**config.mk**
```make
export PLATFORM = sky130hd
export DESIGN_NAME = multicycle_ctrl_flat
export DESIGN_NICKNAME = d
export VERILOG_FILES = /design/src/rtl/multicycle_ctrl_if.sv /design/src/rtl/multicycle_ctrl.sv /design/src/flat_wrapper.sv
export SDC_FILE = /design/constraint.sdc
export NUM_CORES = 1
export LEC_CHECK = 0
export CELL_PAD_IN_SITES_DETAIL_PLACEMENT = 0
export CELL_PAD_IN_SITES_GLOBAL_PLACEMENT = 1
export CORE_ASPECT_RATIO = 1.25
export CORE_MARGIN = 3
export CORE_UTILIZATION = 33
export CTS_BUF_LIST = sky130_fd_sc_hd__clkbuf_4
export CTS_CLUSTER_DIAMETER = 60
export CTS_CLUSTER_SIZE = 28
export DETAILED_ROUTE_END_ITERATION = 7
export PLACE_DENSITY_LB_ADDON = 0.1
export SYNTH_ARGS = -nofsm -noshare
export SYNTH_HDL_FRONTEND = slang
export SYNTH_SLANG_ARGS = --single-unit
```
**constraint.sdc**
```tcl
create_clock -name clk -period 1.6 [get_ports clk]
set_input_delay 0.32 -clock clk [delete_from_list [all_inputs] [get_ports clk]]
set_output_delay 0.32 -clock clk [all_outputs]
set_load 0.1 [all_outputs]
```
**src/rtl/multicycle_ctrl_if.sv**
```systemverilog
// ============================================================================
// Module   : multicycle_ctrl_if
// Brief    : Datapath-to-controller bundle for the multicycle controller.
// Revision : 1.0 - initial release
// ============================================================================
`timescale 1ns/1ps
`default_nettype none

interface multicycle_ctrl_if;
  logic [6:0] opcode;
  logic [2:0] funct3;
  logic       zero;
  logic       mem_ready;
  logic       pc_write;
  logic       ir_write;
  logic       reg_write;
  logic       mem_read;
  logic       mem_write;
  logic       mem_to_reg;
  logic       pc_src;
  logic       alu_src_a;
  logic [1:0] alu_src_b;
  logic [1:0] alu_op;
  logic [2:0] state;
  logic       instr_done;
  logic       halted;

  // Datapath side: supplies instruction fields and flags, consumes strobes.
  modport master (
    output opcode, funct3, zero, mem_ready,
    input  pc_write, ir_write, reg_write, mem_read, mem_write, mem_to_reg,
    input  pc_src, alu_src_a, alu_src_b, alu_op, state, instr_done, halted
  );

  modport slave (
    input  opcode, funct3, zero, mem_ready,
    output pc_write, ir_write, reg_write, mem_read, mem_write, mem_to_reg,
    output pc_src, alu_src_a, alu_src_b, alu_op, state, instr_done, halted
  );
endinterface

`default_nettype wire

```
**src/rtl/multicycle_ctrl.sv**
```systemverilog
// ============================================================================
// Module   : multicycle_ctrl
// Brief    : FETCH/DECODE/EXEC/MEM/WB control FSM for a multicycle RV32 core.
//            Define MULTICYCLE_ILLEGAL_HALT_EN to halt on unsupported opcodes.
// Revision : 1.0 - initial release
// ============================================================================
`timescale 1ns/1ps
`default_nettype none

module multicycle_ctrl (
  input  logic               clk,
  input  logic               rst_n,
  multicycle_ctrl_if.slave   bus
);

  typedef enum logic [2:0] {
    ST_FETCH  = 3'd0,
    ST_DECODE = 3'd1,
    ST_EXEC   = 3'd2,
    ST_MEM    = 3'd3,
    ST_WB     = 3'd4,
    ST_HALT   = 3'd5,
    ST_RSV6   = 3'd6,
    ST_RSV7   = 3'd7
  } state_t;

  localparam logic [6:0] c_OP_R      = 7'b0110011;
  localparam logic [6:0] c_OP_I      = 7'b0010011;
  localparam logic [6:0] c_OP_LOAD   = 7'b0000011;
  localparam logic [6:0] c_OP_STORE  = 7'b0100011;
  localparam logic [6:0] c_OP_BRANCH = 7'b1100011;

  state_t     r_state;
  logic [6:0] r_opcode;
  logic [2:0] r_funct3;

  logic w_legal;
  logic w_is_alu;
  logic w_is_load;
  logic w_is_store;
  logic w_is_branch;
  logic w_unused;

  // Legality is judged on the live IR value; later states use the latched copy.
  assign w_legal = (bus.opcode == c_OP_R)     || (bus.opcode == c_OP_I)     ||
                   (bus.opcode == c_OP_LOAD)  || (bus.opcode == c_OP_STORE) ||
                   (bus.opcode == c_OP_BRANCH);

  assign w_is_alu    = (r_opcode == c_OP_R) || (r_opcode == c_OP_I);
  assign w_is_load   = (r_opcode == c_OP_LOAD);
  assign w_is_store  = (r_opcode == c_OP_STORE);
  assign w_is_branch = (r_opcode == c_OP_BRANCH);
  assign w_unused    = &{1'b0, r_funct3[2:1]};

  always_ff @(posedge clk or negedge rst_n) begin
    if (!rst_n) begin
      r_state  <= ST_FETCH;
      r_opcode <= 7'd0;
      r_funct3 <= 3'd0;
    end else begin
      case (r_state)
        ST_FETCH: begin
          if (bus.mem_ready) r_state <= ST_DECODE;
        end
        ST_DECODE: begin
          r_opcode <= bus.opcode;
          r_funct3 <= bus.funct3;
          if (w_legal) begin
            r_state <= ST_EXEC;
          end else begin
`ifdef MULTICYCLE_ILLEGAL_HALT_EN
            r_state <= ST_HALT;
`else
            r_state <= ST_FETCH;
`endif
          end
        end
        ST_EXEC: begin
          if (w_is_alu)                     r_state <= ST_WB;
          else if (w_is_load || w_is_store) r_state <= ST_MEM;
          else                              r_state <= ST_FETCH;
        end
        ST_MEM: begin
          if (bus.mem_ready) r_state <= w_is_load ? ST_WB : ST_FETCH;
        end
        ST_WB: r_state <= ST_FETCH;
        ST_HALT: begin
`ifdef MULTICYCLE_ILLEGAL_HALT_EN
          r_state <= ST_HALT;
`else
          r_state <= ST_FETCH;
`endif
        end
        default: r_state <= ST_FETCH;
      endcase
    end
  end

  logic       w_pc_write;
  logic       w_ir_write;
  logic       w_reg_write;
  logic       w_mem_read;
  logic       w_mem_write;
  logic       w_mem_to_reg;
  logic       w_pc_src;
  logic       w_alu_src_a;
  logic [1:0] w_alu_src_b;
  logic [1:0] w_alu_op;
  logic       w_instr_done;
  logic       w_halted;

  always_comb begin
    w_pc_write   = 1'b0;
    w_ir_write   = 1'b0;
    w_reg_write  = 1'b0;
    w_mem_read   = 1'b0;
    w_mem_write  = 1'b0;
    w_mem_to_reg = 1'b0;
    w_pc_src     = 1'b0;
    w_alu_src_a  = 1'b0;
    w_alu_src_b  = 2'b00;
    w_alu_op     = 2'b00;
    w_instr_done = 1'b0;
    w_halted     = 1'b0;
    case (r_state)
      ST_FETCH: begin
        w_mem_read  = 1'b1;
        w_alu_src_b = 2'b01;
        w_ir_write  = bus.mem_ready;
        w_pc_write  = bus.mem_ready;
      end
      ST_DECODE: begin
`ifndef MULTICYCLE_ILLEGAL_HALT_EN
        w_instr_done = ~w_legal;
`endif
      end
      ST_EXEC: begin
        if (w_is_alu) begin
          w_alu_src_a = 1'b1;
          w_alu_src_b = (r_opcode == c_OP_I) ? 2'b10 : 2'b00;
          w_alu_op    = 2'b10;
        end else if (w_is_load || w_is_store) begin
          w_alu_src_a = 1'b1;
          w_alu_src_b = 2'b10;
        end else if (w_is_branch) begin
          // funct3[0] selects BNE, which inverts the sense of the zero flag.
          w_alu_src_a  = 1'b1;
          w_alu_op     = 2'b01;
          w_pc_src     = 1'b1;
          w_pc_write   = bus.zero ^ r_funct3[0];
          w_instr_done = 1'b1;
        end
      end
      ST_MEM: begin
        w_mem_read   = w_is_load;
        w_mem_write  = ~w_is_load;
        w_instr_done = ~w_is_load & bus.mem_ready;
      end
      ST_WB: begin
        w_reg_write  = 1'b1;
        w_mem_to_reg = w_is_load;
        w_instr_done = 1'b1;
      end
      ST_HALT: begin
`ifdef MULTICYCLE_ILLEGAL_HALT_EN
        w_halted = 1'b1;
`endif
      end
      default: ;
    endcase
  end

  // Reset forces every output low without waiting for a clock edge.
  assign bus.pc_write   = rst_n & w_pc_write;
  assign bus.ir_write   = rst_n & w_ir_write;
  assign bus.reg_write  = rst_n & w_reg_write;
  assign bus.mem_read   = rst_n & w_mem_read;
  assign bus.mem_write  = rst_n & w_mem_write;
  assign bus.mem_to_reg = rst_n & w_mem_to_reg;
  assign bus.pc_src     = rst_n & w_pc_src;
  assign bus.alu_src_a  = rst_n & w_alu_src_a;
  assign bus.alu_src_b  = {2{rst_n}} & w_alu_src_b;
  assign bus.alu_op     = {2{rst_n}} & w_alu_op;
  assign bus.state      = {3{rst_n}} & r_state;
  assign bus.instr_done = rst_n & w_instr_done;
  assign bus.halted     = rst_n & w_halted;

endmodule

`default_nettype wire

```
**src/flat_wrapper.sv**
```systemverilog
// flat-port wrapper written by rule: the top's interface ports become plain ports
module multicycle_ctrl_flat 
  (clk, rst_n, bus_opcode, bus_funct3, bus_zero, bus_mem_ready, bus_pc_write, bus_ir_write, bus_reg_write, bus_mem_read, bus_mem_write, bus_mem_to_reg, bus_pc_src, bus_alu_src_a, bus_alu_src_b, bus_alu_op, bus_state, bus_instr_done, bus_halted);
  multicycle_ctrl_if bus_i ();
  input  logic clk;
  input  logic rst_n;
  input wire logic [$bits(bus_i.opcode)-1:0] bus_opcode;
  input wire logic [$bits(bus_i.funct3)-1:0] bus_funct3;
  input wire logic [$bits(bus_i.zero)-1:0] bus_zero;
  input wire logic [$bits(bus_i.mem_ready)-1:0] bus_mem_ready;
  output wire logic [$bits(bus_i.pc_write)-1:0] bus_pc_write;
  output wire logic [$bits(bus_i.ir_write)-1:0] bus_ir_write;
  output wire logic [$bits(bus_i.reg_write)-1:0] bus_reg_write;
  output wire logic [$bits(bus_i.mem_read)-1:0] bus_mem_read;
  output wire logic [$bits(bus_i.mem_write)-1:0] bus_mem_write;
  output wire logic [$bits(bus_i.mem_to_reg)-1:0] bus_mem_to_reg;
  output wire logic [$bits(bus_i.pc_src)-1:0] bus_pc_src;
  output wire logic [$bits(bus_i.alu_src_a)-1:0] bus_alu_src_a;
  output wire logic [$bits(bus_i.alu_src_b)-1:0] bus_alu_src_b;
  output wire logic [$bits(bus_i.alu_op)-1:0] bus_alu_op;
  output wire logic [$bits(bus_i.state)-1:0] bus_state;
  output wire logic [$bits(bus_i.instr_done)-1:0] bus_instr_done;
  output wire logic [$bits(bus_i.halted)-1:0] bus_halted;
  assign bus_i.opcode = bus_opcode;
  assign bus_i.funct3 = bus_funct3;
  assign bus_i.zero = bus_zero;
  assign bus_i.mem_ready = bus_mem_ready;
  assign bus_pc_write = bus_i.pc_write;
  assign bus_ir_write = bus_i.ir_write;
  assign bus_reg_write = bus_i.reg_write;
  assign bus_mem_read = bus_i.mem_read;
  assign bus_mem_write = bus_i.mem_write;
  assign bus_mem_to_reg = bus_i.mem_to_reg;
  assign bus_pc_src = bus_i.pc_src;
  assign bus_alu_src_a = bus_i.alu_src_a;
  assign bus_alu_src_b = bus_i.alu_src_b;
  assign bus_alu_op = bus_i.alu_op;
  assign bus_state = bus_i.state;
  assign bus_instr_done = bus_i.instr_done;
  assign bus_halted = bus_i.halted;
  multicycle_ctrl u_core (.clk(clk), .rst_n(rst_n), .bus(bus_i));
endmodule
```
**Yosys cells after proc, flatten, opt, wreduce, memory -nomap -nowiden**

Cells that the tools add are included.
W data, S select, Z words.

- Equal/unequal tests: 16
- Muxes and demuxes: 32
- Bitwise logic cells: 16
- Reduce and logical (&&, ||, !) cells: 8

Operator list:

| cell | number |
|---|---|
| $eq A7 B6 Y1 const B | 4 |
| $mux W2 | 8 |
| $mux W1 | 15 |
| $eq A7 B2 Y1 const B | 2 |
| $eq A7 B5 Y1 const B | 2 |
| $eq A7 B7 Y1 const B | 2 |
| $mux W3 | 4 |
| $pmux W3 S4 | 1 |
| $and A1 B1 Y1 | 10 |
| $eq A3 B2 Y1 const B | 2 |
| $logic_or A1 B1 Y1 | 6 |
| $and A2 B2 Y2 | 2 |
| $ne A2 B2 Y1 const B | 2 |
| $pmux W1 S2 | 2 |
| $pmux W1 S4 | 1 |
| $pmux W2 S2 | 1 |
| $and A3 B3 Y3 | 1 |
| $eq A3 B1 Y1 const B | 1 |
| $eq A3 B3 Y1 const B | 1 |
| $logic_not A3 Y1 | 1 |
| $not A1 Y1 | 2 |
| $reduce_and A2 Y1 | 1 |
| $xor A1 B1 Y1 | 1 |

- Bits in registers: 11
- Logic and storage cells: 75

**Logic depth before layout (Yosys ltp)**

- Depth after elaboration: 8
- Depth in mapped cells: 5
- Mapped depth without buffers: 4

**Worst setup path after synthesis**

Ideal clock, no wire load.

- Path type: reg2out
- Start point: reg u_core.r_state[0]
- End point: out bus_ir_write
- Arrival time: 3.935 ns
- Required time: 1.280 ns
- Path slack: -2.655 ns
- Cell stages (with the launch flop): 5
- Buffers on the path: 0
- Path through: dfrtp_1 > and2b_1 > nor3b_1 > nand2_1 > inv_1

- Cells in the longest elaborated chain, start to end: 3

RTL lines:

| what | RTL line | source |
|---|---|---|
| start, declared | multicycle_ctrl.sv:33 | `state_t r_state;` |
| start signal, assigned | multicycle_ctrl.sv:84 | `if (bus.mem_ready) r_state <= w_is_load ? ST_WB : ST_FETCH;` |
| $logic_not A3 Y1 | multicycle_ctrl.sv:125 | `case (r_state)` |
| $mux W1 | multicycle_ctrl.sv:125 |  |
| $and A1 B1 Y1 | multicycle_ctrl.sv:175 | `assign bus.ir_write = rst_n & w_ir_write;` |
| end, declared | flat_wrapper.sv:12 | `output wire logic [$bits(bus_i.ir_write)-1:0] bus_ir_write;` |

No other way between the ends.

**Final worst setup path**

- Start point: reg u_core.r_opcode[2]
- End point: out bus_instr_done

- Cells in the longest elaborated chain, start to end: 6
- Elaborated cells between the ends (all ways): 14

RTL lines:

| what | RTL line | source |
|---|---|---|
| start, declared | multicycle_ctrl.sv:34 | `logic [6:0] r_opcode;` |
| start signal, assigned | multicycle_ctrl.sv:66 | `r_opcode <= bus.opcode;` |
| $eq A7 B7 Y1, or another cell as far along | multicycle_ctrl.sv:52 | `assign w_is_branch = (r_opcode == c_OP_BRANCH);` |
| $mux W1 / $logic_or A1 B1 Y1 (equally long branches) | multicycle_ctrl.sv:145, multicycle_ctrl.sv:142 |  |
| $mux W1 | multicycle_ctrl.sv:142 | `end else if (w_is_load \|\| w_is_store) begin` |
| $mux W1 | multicycle_ctrl.sv:138 | `if (w_is_alu) begin` |
| $pmux W1 S4 (*) | multicycle_ctrl.sv:125 |  |
| $and A1 B1 Y1 (*) | multicycle_ctrl.sv:185 | `assign bus.instr_done = rst_n & w_instr_done;` |
| end, declared | flat_wrapper.sv:22 | `output wire logic [$bits(bus_i.instr_done)-1:0] bus_instr_done;` |

Mark *: on every way between the ends. The rest lies on a longest branch, timed or not.

==> results.json <==
{
  "outcome": "finished, violations left",
  "violations": "setup timing",
  "start_util_pct": 35.1,
  "synth_top_family_by_area": "simple AND/OR/NAND/NOR gates",
  "max-cap-violations": 0,
  "yosys-top-cells-count": "dfrtp_1, mux2_2, nand2_1",
  "crit_path_max_fanout": 3,
  "gr-usage-met3_pct": 2.70,
  "place_hpwl_um": 1830,
  "synth_edf_count": 0,
  "worstRegToRegCells": 5,
  "total_power_w": 0.00273,
  "muxShareOfSynthArea_pct": 10.1,
  "fp.dieW_um": 49.6,
  "cts_tree": "yes",
  "viasPerCell": 4.95,
  "port_buffers": 27,
  "cpLargestDelayFamily": "simple AND/OR/NAND/NOR gates",
  "fin_crit_sh_pct": 128,
  "die_h_um": 60.5,
  "setup-violations-final": 13,
  "cp-start-kind": "flop",
  "clk_latency_ns": 0.28,
  "drc_errors": 0,
  "grt_pass1_wl_um": 3960,
  "overflow": 0,
  "syn-instance-count": 77,
  "finalMaxSlewViolations": 0,
  "ctsHtreeMaxLevel": 1,
  "cts_sinks": 11,
  "path_buf_inv": 2,
  "synthTopCellsByArea": "dfrtp_1, mux2_2, buf_4, a2111oi_4, nand2_1",
  "drt_first_pass_iters": 3,
  "synth_fa_ha_area_share_pct": 0,
  "root_buffer": "clkbuf_4",
  "drive_above_1_share_pct": 70.1,
  "synth_compound_area_share_pct": 16.3,
  "irDropWorstVdd_uv": 1050,
  "num_rows": 19,
  "fin_util_pct": 75.0,
  "fin_ws_ns": -0.452,
  "skew_ns": 0.00557,
  "cp.required_ns": 1.28,
  "critPathKind": "flop to primary output",
  "rsz0062_at_grt": "yes",
  "period_needed_ns": 2.05,
  "routed_wl_um": 2420,
  "slowest_delay_ns": 0.38,
  "timing.fmax_mhz": 487,
  "die_area_sq_um": 3000,
  "core-area_sq_um": 2230,
  "met2_usage_pct": 35.5,
  "syn_to_final_growth_pct": 114,
  "ys_async_sr_fraction_pct": 100,
  "synth_xor_area_share_pct": 1.12,
  "antenna_found_initial": 0,
  "grt_max_degree": 17,
  "antenna_cells": 0,
  "hold_buffers": 0,
  "seq_area_frac_synth_pct": 35.1,
  "hp-class": "primary input to asynchronous set/reset pin",
  "ant_nets": 0,
  "synth_cell_types": 37,
  "synth_flop_cell": "dfrtp_1",
  "reg2reg_slack_ns": 0.07,
  "finalHoldViolCount": 0,
  "tns_ns": -4.91,
  "nets": 152,
  "cp.depth": 6,
  "wl_per_cell_um": 14.4,
  "vias": 831,
  "ys_ff_latch": 11,
  "cts-buffers-inserted": 3,
  "synth-simple-area-share_pct": 31.2,
  "worstPathCellList": "nand4bb_4, buf_4, nor3_4, o2bb2ai_2, a32o_4, buf_12",
  "top_usage_layer": "met2",
  "track_usage_pct": 17.8,
  "ioPinCount": 31,
  "syn-num-nets": 91,
  "powerDensity_nw_per_um2": 1630,
  "crit_slowest_cell": "dfrtp_1",
  "met1_usage_pct": 17.0,
  "yosysTopAreaCellShare_pct": 35.1,
  "clock_path_buffers": 2,
  "endpoint_kind": "primary output",
  "worstPathArrival_ns": 1.73,
  "clk_pin_slew_ns": 0.07,
  "synthMostInstantiatedCell": "dfrtp_1",
  "syn_area_per_cell_sq_um": 10.2,
  "yosysWarnings": 0,
  "nFillCells": 183,
  "synth_top_area_cell": "dfrtp_1",
  "drtIter0Drc": 9,
  "rr_endpoint": "u_core.r_funct3[0]",
  "r2r-start": "u_core.r_state[0]",
  "p_leak_nw": 0.698,
  "grt_pass1_vias": 881,
  "gp_congestion": 0.767,
  "netlist_area_sq_um": 783
}
area by class of cell:
type	count	area (sq um)	area share, %
multi-input cells	58	611	36.4
inverters	4	22.5	1.34
well taps	31	38.8	2.31
repair buffers	60	698	41.6
clock buffers	4	30.0	1.79
flip-flops and latches	11	277	16.5
sequential cells by signal (all words and copies together) (netlist names):
name / count
u_core.r_state: 3
u_core.r_opcode: 7
u_core.r_funct3: 1
worst reg2reg max path, stage by stage (launching register included):
cell,delay [ns]
dfrtp_1,0.39
buf_4,0.14
buf_4,0.16
nor3b_4,0.23
buf_12,0.15
mux2_2,0.34
power breakdown:
part | switching [W] | internal, W | leakage, nW
Combinational | 0.00105 | 0.000944 | 0.548
Clock | 0.0000998 | 0.000114 | 0.0184
Sequential | 0.000119 | 0.000410 | 0.132
Total | 0.00126 | 0.00147 | 0.698
metal layers:
metal  wire (um)  up-vias
li1            -      398
met1         827      403
met2        1420       21
met3          77        9
met4          89        0
met5           0        -
logic make-up after synthesis:
logic type | after synthesis
AO/OA/AOI/OAI | 14
XOR/XNOR | 1
buffers and inverters | 8
flip-flops | 11
multiplexers | 7
other | 1
AND/OR/NAND/NOR | 35
what timing repair did:
item	CTS	global route
gates resized for setup	17	6
setup endpoints to repair	16	14
pin swaps	9	1
setup buffers	4	0
worst max path at each step:
stage                        from        endpoint  slack [ns]
3_3_place_gp        bus_opcode[5]  bus_instr_done       -0.64
4_1_cts        u_core.r_opcode[2]  bus_instr_done       -0.45
3_5_place_dp        bus_opcode[5]  bus_instr_done       -0.66
6_report       u_core.r_opcode[2]  bus_instr_done       -0.45
5_1_grt        u_core.r_opcode[2]  bus_instr_done       -0.54
2_1_floorplan   u_core.r_state[0]    bus_ir_write       -0.84
through the flow:
| stage | instances | setup WS, ns | cell area (sq um) | hold slack (ns) |
|---|---|---|---|---|
| after global placement | 160 | -0.638 | 1530 | 0.501 |
| after floorplan | 77 | -0.843 | 872 | 0.0244 |
| after CTS | 168 | -0.449 | 1640 | 0.128 |
| after detailed placement | 160 | -0.663 | 1530 | 0.520 |
| final | 168 | -0.452 | 1680 | 0.116 |
| after global routing | 168 | -0.542 | 1680 | 0.136 |
layout by cell type (no fill, tap or decap), types with 2 or more instances in the layout:
| master | n |
|---|---|
| a2111oi_4 | 2 |
| o21ai_0 | 4 |
| nor3b_4 | 2 |
| clkdlybuf4s50_1 | 5 |
| nor2_2 | 2 |
| a21oi_1 | 2 |
| nor3_1 | 2 |
| buf_12 | 17 |
| clkinvlp_4 | 2 |
| nor2_4 | 2 |
| nand2_2 | 4 |
| dfrtp_1 | 10 |
| and2_4 | 2 |
| mux2_2 | 7 |
| clkbuf_4 | 4 |
| nand2_1 | 2 |
| buf_6 | 4 |
| and2_2 | 2 |
| buf_4 | 28 |
| nand2b_1 | 2 |
| dlygate4sd2_1 | 6 |
(Power assumes the default switching activity.)
